## config.mk

```make
export PLATFORM = sky130hd
export DESIGN_NAME = seg_scan_driver
export DESIGN_NICKNAME = d
export VERILOG_FILES = /design/src/rtl/seg_scan_driver.sv
export SDC_FILE = /design/constraint.sdc
export NUM_CORES = 1
export LEC_CHECK = 0
export CORE_ASPECT_RATIO = 0.5
export CORE_MARGIN = 2
export CORE_UTILIZATION = 50
export DETAILED_ROUTE_END_ITERATION = 6
export GPL_TIMING_DRIVEN = 0
export PLACE_DENSITY = 0.73
export SYNTH_ARGS = -nofsm -noshare
export SYNTH_HDL_FRONTEND = slang
export SYNTH_SLANG_ARGS = --single-unit
```

## constraint.sdc

```tcl
create_clock -name clk -period 11.11 [get_ports clk]
set_input_delay 2.222 -clock clk [delete_from_list [all_inputs] [get_ports clk]]
set_output_delay 2.222 -clock clk [all_outputs]
set_load 0.01 [all_outputs]
```

## src/rtl/seg_scan_driver.sv

```systemverilog
// Six-digit common-anode 7-segment scanner with per-slot ghost gap and per-frame input snapshot.
// Optional macro LEADING_ZERO_BLANK_EN blanks digit 0 while its snapshot value is zero.
module seg_scan_driver #(
   parameter int CLK_HZ       = 50_000_000,
   parameter int SCAN_HZ      = 6_000,
   parameter int BLANK_CYCLES = 500
) (
   input  logic       clk,
   input  logic       rst,
   input  logic [5:0] hour_a,
   input  logic [5:0] hour_b,
   input  logic [5:0] min_a,
   input  logic [5:0] min_b,
   input  logic [5:0] sec_a,
   input  logic [5:0] sec_b,
   input  logic       colon,
   output logic [5:0] an,
   output logic [7:0] seg
);

   localparam int SLOT  = CLK_HZ / SCAN_HZ;
   localparam int CNT_W = (SLOT > 1) ? $clog2(SLOT) : 1;
   localparam logic [CNT_W-1:0] CNT_LAST  = CNT_W'(SLOT - 1);
   localparam logic [CNT_W-1:0] CNT_BLANK = CNT_W'(BLANK_CYCLES);

   typedef enum logic {GAP, SHOW} slotState_t;

   logic [CNT_W-1:0] r_cnt;
   logic [2:0]       r_idx;
   logic             r_loadPend;
   logic [5:0]       r_snap [6];

   logic [CNT_W-1:0] w_cntNext;
   logic [2:0]       w_idxNext;
   logic             w_lastCnt;
   logic             w_load;
   logic [5:0]       w_inDigits [6];
   logic [5:0]       w_snapNext [6];
   logic [5:0]       w_digit;
   slotState_t       w_slotNext;
   logic             w_dp;
   logic [6:0]       w_glyph;
   logic [5:0]       w_anNext;
   logic [7:0]       w_segNext;

   function automatic logic [6:0] encodeDigit(input logic [5:0] value);
      case (value)
         6'd0:    encodeDigit = 7'h40;
         6'd1:    encodeDigit = 7'h79;
         6'd2:    encodeDigit = 7'h24;
         6'd3:    encodeDigit = 7'h30;
         6'd4:    encodeDigit = 7'h19;
         6'd5:    encodeDigit = 7'h12;
         6'd6:    encodeDigit = 7'h02;
         6'd7:    encodeDigit = 7'h78;
         6'd8:    encodeDigit = 7'h00;
         6'd9:    encodeDigit = 7'h10;
         default: encodeDigit = 7'h3F;
      endcase
   endfunction

   assign w_inDigits[0] = hour_a;
   assign w_inDigits[1] = hour_b;
   assign w_inDigits[2] = min_a;
   assign w_inDigits[3] = min_b;
   assign w_inDigits[4] = sec_a;
   assign w_inDigits[5] = sec_b;

   // Outputs are computed from the next cnt/idx/snapshot so they move on the same edge.
   always_comb begin
      w_lastCnt  = (r_cnt == CNT_LAST);
      w_cntNext  = w_lastCnt ? '0 : r_cnt + 1'b1;
      w_idxNext  = r_idx;
      if (w_lastCnt) begin
         w_idxNext = (r_idx == 3'd5) ? 3'd0 : r_idx + 3'd1;
      end
      w_load = r_loadPend | (w_lastCnt & (r_idx == 3'd5));
      for (int i = 0; i < 6; i++) begin
         w_snapNext[i] = w_load ? w_inDigits[i] : r_snap[i];
      end
      w_digit    = w_snapNext[w_idxNext];
      w_slotNext = (w_cntNext < CNT_BLANK) ? GAP : SHOW;
      w_dp       = ((w_idxNext == 3'd1) || (w_idxNext == 3'd3)) ? ~colon : 1'b1;
      w_glyph    = encodeDigit(w_digit);
`ifdef LEADING_ZERO_BLANK_EN
      if ((w_idxNext == 3'd0) && (w_digit == 6'd0)) begin
         w_glyph = 7'h7F;
      end
`endif
      w_anNext  = 6'h3F;
      w_segNext = 8'hFF;
      if (w_slotNext == SHOW) begin
         w_anNext  = ~(6'b000001 << w_idxNext);
         w_segNext = {w_dp, w_glyph};
      end
   end

   always_ff @(posedge clk or posedge rst) begin
      if (rst) begin
         r_cnt      <= '0;
         r_idx      <= 3'd0;
         r_loadPend <= 1'b1;
         for (int i = 0; i < 6; i++) begin
            r_snap[i] <= 6'd0;
         end
         an  <= 6'h3F;
         seg <= 8'hFF;
      end else begin
         r_cnt      <= w_cntNext;
         r_idx      <= w_idxNext;
         r_loadPend <= 1'b0;
         for (int i = 0; i < 6; i++) begin
            r_snap[i] <= w_snapNext[i];
         end
         an  <= w_anNext;
         seg <= w_segNext;
      end
   end

endmodule
```

==> results of run 1 <==
==> area by class of cell <==
type                    instances  share of cell area [%]
multi-input cells             310                    43.2
flip-flops and latches         68                    34.1
repair buffers                 52                    10.3
clock buffers                  15                    5.71
well taps                     112                    2.78
plain buffers                  26                    2.43
inverters                      17                    1.32
clock inverters                 1                  0.0993
==> registers in the layout, summed over array words and instances (netlist names) <==
name	cells
r_idx	3
r_cnt	14
r_loadPend	1
an	6
r_snap	36
seg	8
==> through the flow <==
step | power [mW] | setup slack (ns) | area, um2 | hold slack, ns | instances
floorplan | 0.317 | 7.14 | 4090 | 0.466 | 421
global placement | 0.343 | 5.98 | 4750 | 0.483 | 585
detailed placement | 0.346 | 6.28 | 4750 | 0.490 | 585
CTS | 0.621 | 6.60 | 5040 | 0.502 | 601
global route | 0.642 | 6.39 | 5040 | 0.516 | 601
finish | 0.617 | 6.58 | 5040 | 0.500 | 601
==> worst min-delay path by stage <==
stage,depth (start not counted),startpoint,slack [ns],end
2_1_floorplan,2,r_snap[1],0.47,r_snap[1]
3_3_place_gp,1,r_snap[21],0.48,r_snap[21]
3_5_place_dp,1,r_snap[11],0.49,r_snap[11]
4_1_cts,1,r_snap[11],0.50,r_snap[11]
5_1_grt,1,r_snap[20],0.52,r_snap[20]
6_report,1,r_snap[11],0.50,r_snap[11]
==> cells in the final DEF (no fill, tap or decap), drive strengths merged, types with 3 or more instances in the layout <==
master / instances
mux2: 27
a211oi: 9
dfstp: 15
o211ai: 8
nor2: 35
dfrtp: 53
ha: 8
nand4: 4
clkbuf: 31
mux2i: 24
clkdlybuf4s50: 52
and2: 8
nand2: 37
nor3: 11
clkinv: 3
buf: 10
xor2: 8
o22ai: 3
nor4: 4
and3: 7
inv: 15
o21ai: 17
xnor2: 6
a21oi: 19
a32oi: 3
or3: 4
or4: 4
o31ai: 6
nand3: 23
o311ai: 3
==> logic make-up (layout without fill, tap and decap cells) <==
logic type / Yosys count / count (layout)
compound gates: 84 / 84
other cells: 1 / 1
buf+inv: 43 / 111
fa+ha+maj: 8 / 8
simple gates: 151 / 151
flops: 68 / 68
xor+xnor: 14 / 14
mux: 52 / 52
==> report_power, final <==
| part | internal, mW | switching, mW | total, mW |
|---|---|---|---|
| sequential | 0.261 | 0.00630 | 0.268 |
| combinational | 0.0371 | 0.0378 | 0.0748 |
| clock | 0.175 | 0.0998 | 0.275 |
==> per-layer routing <==
| metal | vias up | wire length (um) | global-route usage, % | share of wire [%] |
|---|---|---|---|---|
| met4 | 0 | 227 | 9.51 | 2.2 |
| met1 | 1738 | 4960 | 33.7 | 47 |
| met5 | - | 0 | 0 | 0 |
| met3 | 18 | 756 | 6.37 | 7.2 |
| met2 | 134 | 4570 | 38.9 | 43 |
| li1 | 1659 | - | - | - |
==> critical path, cell delays in order <==
cell             delay [ns]
clkdlybuf4s50_1        0.47
mux2i_1                0.09
or3_1                  0.33
a21oi_1                0.15
a211oi_1               0.09
o211ai_1               0.49
inv_1                  0.18
ha_1                   0.33
and2_1                 0.15
o311ai_1               0.26
==> run_results.csv, run 1 <==
group,metric,value,unit
sta,max_clock_freq,221,MHz
critical_path,worstPathArrival,4.76,ns
final_layout,syn_to_final_growth,23.4,%
detailed_routing,firstDrtPassIters,5,
floorplan,initial_core_util,51.3,%
final_layout,final_util,63.3,%
global_routing,grt_pass1_vias,3393,
critical_path,crit_path_start,"hour_b[0]",
critical_path,required,11.34,ns
cts,cts_buffers,9,
detailed_routing,wl_per_cell,17.5,um
global_routing,antenna_found_initial,0,
detailed_routing,drt_iter0_markers,342,
yosys,yosysSeqAreaShare,42.1,%
floorplan,coreArea,7970,um2
critical_path,crit_end,"seg[3]",
run,maxCapViolations,0,
final_layout,n_fill_cell,681,
yosys,synth_top_family_by_area,"simple AND/OR/NAND/NOR gates",
sta,slew_violations,0,
yosys,synth_compound_area_share,14.6,%
yosys,syn_inst,421,
sta,min_period,4.53,ns
final_layout,fin_nets,531,
detailed_routing,routed-via-count,3549,
floorplan,placementRows,23,
yosys,syn_nets,468,
yosys,synthMuxAreaShare,14.2,%
worst_hold_path,hp-class,"flip-flop to flip-flop",
power_and_ir_drop,leakage,2.09,nW
cts,cts_hold_buf,0,
global_routing,grt_max_degree,69,
cts,cts_sinks,68,
sta,slew_headroom,42.3,%
critical_path,r2r_setup_slack,6.96,ns
placed_design,gp_congestion,0.928,
yosys,synth_flop_cell,"dfrtp_1",
floorplan,pin_count,53,
cts,tritoncts,"yes",
sta,finalHoldViolations,0,
yosys,syn_area,4090,um2
yosys,synth.avg_cell_area,9.71,um2
sta,rsz0062_at_grt,"false",
power_and_ir_drop,power.density,122,nW/um2
power_and_ir_drop,ir_drop,0.0000775,V
yosys,synth_top_area_share,32.5,%
critical_path,reg2reg_from,"r_cnt[4]",
detailed_routing,wirelength,10500,um
critical_path,start_kind,"input port",
yosys,synth_seq_cells,68,
global_routing,grt_pass1_wl,17100,um
critical_path,worstReg2RegEnd,"seg[3]",
run_status,outcome,"finished clean",
critical_path,cp-end-kind,"flip-flop",
cts,cts_resized,0,
detailed_routing,via_per_inst,5.91,
yosys,synth_warnings,0,
yosys,synth_area_leaders,"dfrtp_1 (32%), dfstp_2 (9.6%), mux2_2 (7.2%), mux2i_1 (5.6%), nand2_1 (3.3%)",
final_layout,multi_input_area,2180,um2
yosys,synth_xor_area_share,3.00,%
detailed_routing,post-route-drc-count,0,
placed_design,port_buffers,52,
yosys,synthAdderAreaFrac,2.45,%
cts,clk_latency,0.33,ns
detailed_routing,final_antenna_net_count,0,
global_routing,track_usage,24.8,%
critical_path,ff2ff_path_depth,11,
final_layout,layout.area.seq,1720,um2
yosys,synth.distinct_cells,69,
yosys,synth_common_cells,"dfrtp_1 (53), nand2_1 (36), nor2_1 (35), mux2_2 (26)",
cts,path_clk_slew,0.05,ns
yosys,synth_most_common_cell,"dfrtp_1",
sta,fin_skew,0.00631,ns
critical_path,crit_fanout,5,
yosys,post-synth-top-area-cell,"dfrtp_1",
sta,tns,0,ns
cts,h-tree-depth,3,
yosys,yosys.area_share.simple,19.0,%
final_layout,antenna_cells,0,
placed_design,hpwl,7530,um
cts,cts.root.buffer_cell,"clkbuf_16",
final_layout,drive_gt1_share,15.3,%
sta,period_share,40.8,%
floorplan,die_x,132,um
sta,finalSetupViolCount,0,
cts,postCtsSetupBuffers,0,
global_routing,overflow,0,
floorplan,die_area,8960,um2
yosys,synthArstFlopShare,100,%
critical_path,crit_type,"input port to flip-flop",
sta,max_slew.worst_pin.slew,0.865,ns
yosys,synth-edff-count,0,
floorplan,die_h,67.9,um
cts,cts.path.max_buffers,2,
Note: power is estimated with default switching activity, not from simulation.
==> inputs of run 2 (changes only) <==
Settings changed: PLACE_DENSITY 0.73 to 0.76.
Clock period 11.11 ns to 4.15 ns, I/O delays scaled along.
==> run 2 against run 1 <==
  * Clock skew is 0.00099 ns higher
  * Worst setup slack got worse by 6.4 ns
  * Worst hold slack improved by 0.0044 ns
  * Combinational power grew to 2.7 times the previous value
  * Sequential share of layout area rose by 0.059 points
  * Non-clock buffer count stayed put
  * Final cell count unchanged
  * Total power grew to 2.6 times the previous value
  * Cell area down 0.17%
  * Highest routed layer unchanged
==> run_results.csv, run 2 (synthesis gave the netlist of run 1 again) <==
group,metric,value,unit
run_status,outcome,"finished clean",
sta,finalHoldViolations,0,
final_layout,antenna_cells,0,
cts,clk_latency,0.34,ns
final_layout,syn_to_final_growth,23.2,%
critical_path,r2r_setup_slack,0.23,ns
floorplan,placementRows,23,
worst_hold_path,min_to,"r_snap[20]",
worst_hold_path,hp-start,"r_snap[20]",
final_layout,layout.area.seq,1720,um2
sta,period_share,94.5,%
sta,slew_headroom,43.2,%
cts,cts.root.buffer_cell,"clkbuf_16",
cts,postCtsSetupBuffers,0,
cts,path_clk_slew,0.06,ns
sta,tns,0,ns
final_layout,regMostFlops,"r_snap",
cts,cts_hold_buf,0,
floorplan,initial_core_util,51.3,%
critical_path,start_kind,"flip-flop",
global_routing,grt-busiest-layer,"met2",
final_layout,fin_nets,531,
detailed_routing,drt_iter0_markers,403,
worst_hold_path,hp-class,"flip-flop to flip-flop",
detailed_routing,wirelength,10500,um
power_and_ir_drop,ir_drop,0.000223,V
sta,max_clock_freq,255,MHz
detailed_routing,via_per_inst,5.86,
global_routing,grt_use_met2,38.9,%
cts,cts_buffers,9,
global_routing,grt_use_met1,34.0,%
run,maxCapViolations,0,
sta,fin_skew,0.00731,ns
global_routing,grt_max_degree,69,
critical_path,worstReg2RegEnd,"seg[3]",
global_routing,antenna_found_initial,0,
final_layout,multi_input_area,2190,um2
global_routing,track_usage,24.7,%
sta,max_slew.worst_pin.slew,0.853,ns
final_layout,drive_gt1_share,16.2,%
critical_path,worstPathArrival,4.16,ns
power_and_ir_drop,power.density,322,nW/um2
power_and_ir_drop,total_power,1.62,mW
floorplan,die_x,132,um
final_layout,reg_top3,"r_snap (36), r_cnt (14), seg (8)",
sta,rsz0062_at_grt,"false",
cts,cts.path.max_buffers,2,
final_layout,most-common-layout-cells,"dfrtp_1 (53), clkdlybuf4s50_1 (52), nand2_1 (36)",
critical_path,ff2ff_path_depth,11,
critical_path,cp-end-kind,"flip-flop",
placed_design,port_buffers,52,
placed_design,hpwl,7260,um
global_routing,overflow,0,
detailed_routing,wl_per_cell,17.4,um
global_routing,grt_pass1_vias,3369,
worst_hold_path,hold_path_depth,1,
final_layout,final_common_cell,"dfrtp_1",
detailed_routing,firstDrtPassIters,5,
sta,layout_setup_ws,0.228,ns
critical_path,reg2reg_from,"r_cnt[4]",
sta,slew_violations,0,
detailed_routing,final_antenna_net_count,0,
critical_path,crit_type,"flip-flop to flip-flop",
placed_design,gp_congestion,0.905,
cts,cts_sinks,68,
detailed_routing,post-route-drc-count,0,
sta,min_period,3.92,ns
power_and_ir_drop,leakage,2.09,nW
global_routing,grt_pass1_wl,17200,um
global_routing,met3_usage,6.67,%
detailed_routing,routed-via-count,3520,
final_layout,n_fill_cell,667,
cts,tritoncts,"yes",
placed_design,place_ws,0.234,ns
cts,h-tree-depth,3,
floorplan,die_area,8960,um2
sta,finalSetupViolCount,0,
sta,hold-worst-slack,0.504,ns
final_layout,largest_register_ffs,36,
floorplan,die_h,67.9,um
floorplan,coreArea,7970,um2
floorplan,pin_count,53,
critical_path,crit_fanout,10,
critical_path,required,4.39,ns
==> run 2: power breakdown <==
group	switching [mW]	internal, mW	leakage (nW)	total [mW]
registers	0.0170	0.699	0.805	0.716
logic	0.102	0.0991	1.15	0.201
clock network	0.286	0.416	0.135	0.702
==> run 2: area by class of cell <==
| cell class | count | area share (%) |
|---|---|---|
| Buffer | 26 | 2.46 |
| Sequential cell | 68 | 34.2 |
| Timing Repair Buffer | 52 | 10.3 |
| Clock buffer | 11 | 4.82 |
| Tap cell | 112 | 2.78 |
| Multi-Input combinational cell | 310 | 43.5 |
| Inverter | 17 | 1.32 |
| Clock inverter | 5 | 0.547 |
==> run 2: metrics by stage <==
step                      utilization [%]  instance area, um2  instances
after floorplan                         -                4090        421
after global placement               59.6                4750        585
after detailed placement             59.6                4750        585
after CTS                            63.0                5020        601
after global routing                 63.1                5030        601
final                                63.1                5030        601
==> run 2: repair_timing <==
action,in CTS,in global routing
endpoints found under the hold margin,0,0
setup endpoints to repair,0,1
resized for setup,0,4
==> run 2: worst max-delay path by stage <==
| stage | start | to | slack [ns] | cells past startpoint |
|---|---|---|---|---|
| CTS | r_cnt[6] | seg[4] | 0.22 | 14 |
| floorplan | r_cnt[6] | seg[3] | 0.67 | 13 |
| detailed placement | r_cnt[6] | seg[3] | 0.23 | 12 |
| global route | r_cnt[4] | seg[4] | 0.01 | 13 |
| finish | r_cnt[4] | seg[3] | 0.23 | 11 |
| global placement | r_cnt[6] | seg[3] | 0.21 | 12 |
==> run 2: metal layers <==
metal	part of all wire, %	vias to the layer above	wire, um
met3	8.1	20	847
li1	-	1656	-
met1	46	1696	4850
met4	1.4	0	150
met5	0	-	0
met2	44	148	4610
==> run 2: critical path, cell delays in order (launching register included) <==
cell and delay, ns:
dfrtp_1 0.44, or4b_1 0.57, nor4_1 0.54, clkbuf_2 0.33, o21ai_0 0.15, a311oi_1 0.36
a211oi_2 0.09, a211oi_2 0.41, nor2_1 0.18, ha_1 0.34, and2_1 0.14, o311ai_1 0.26
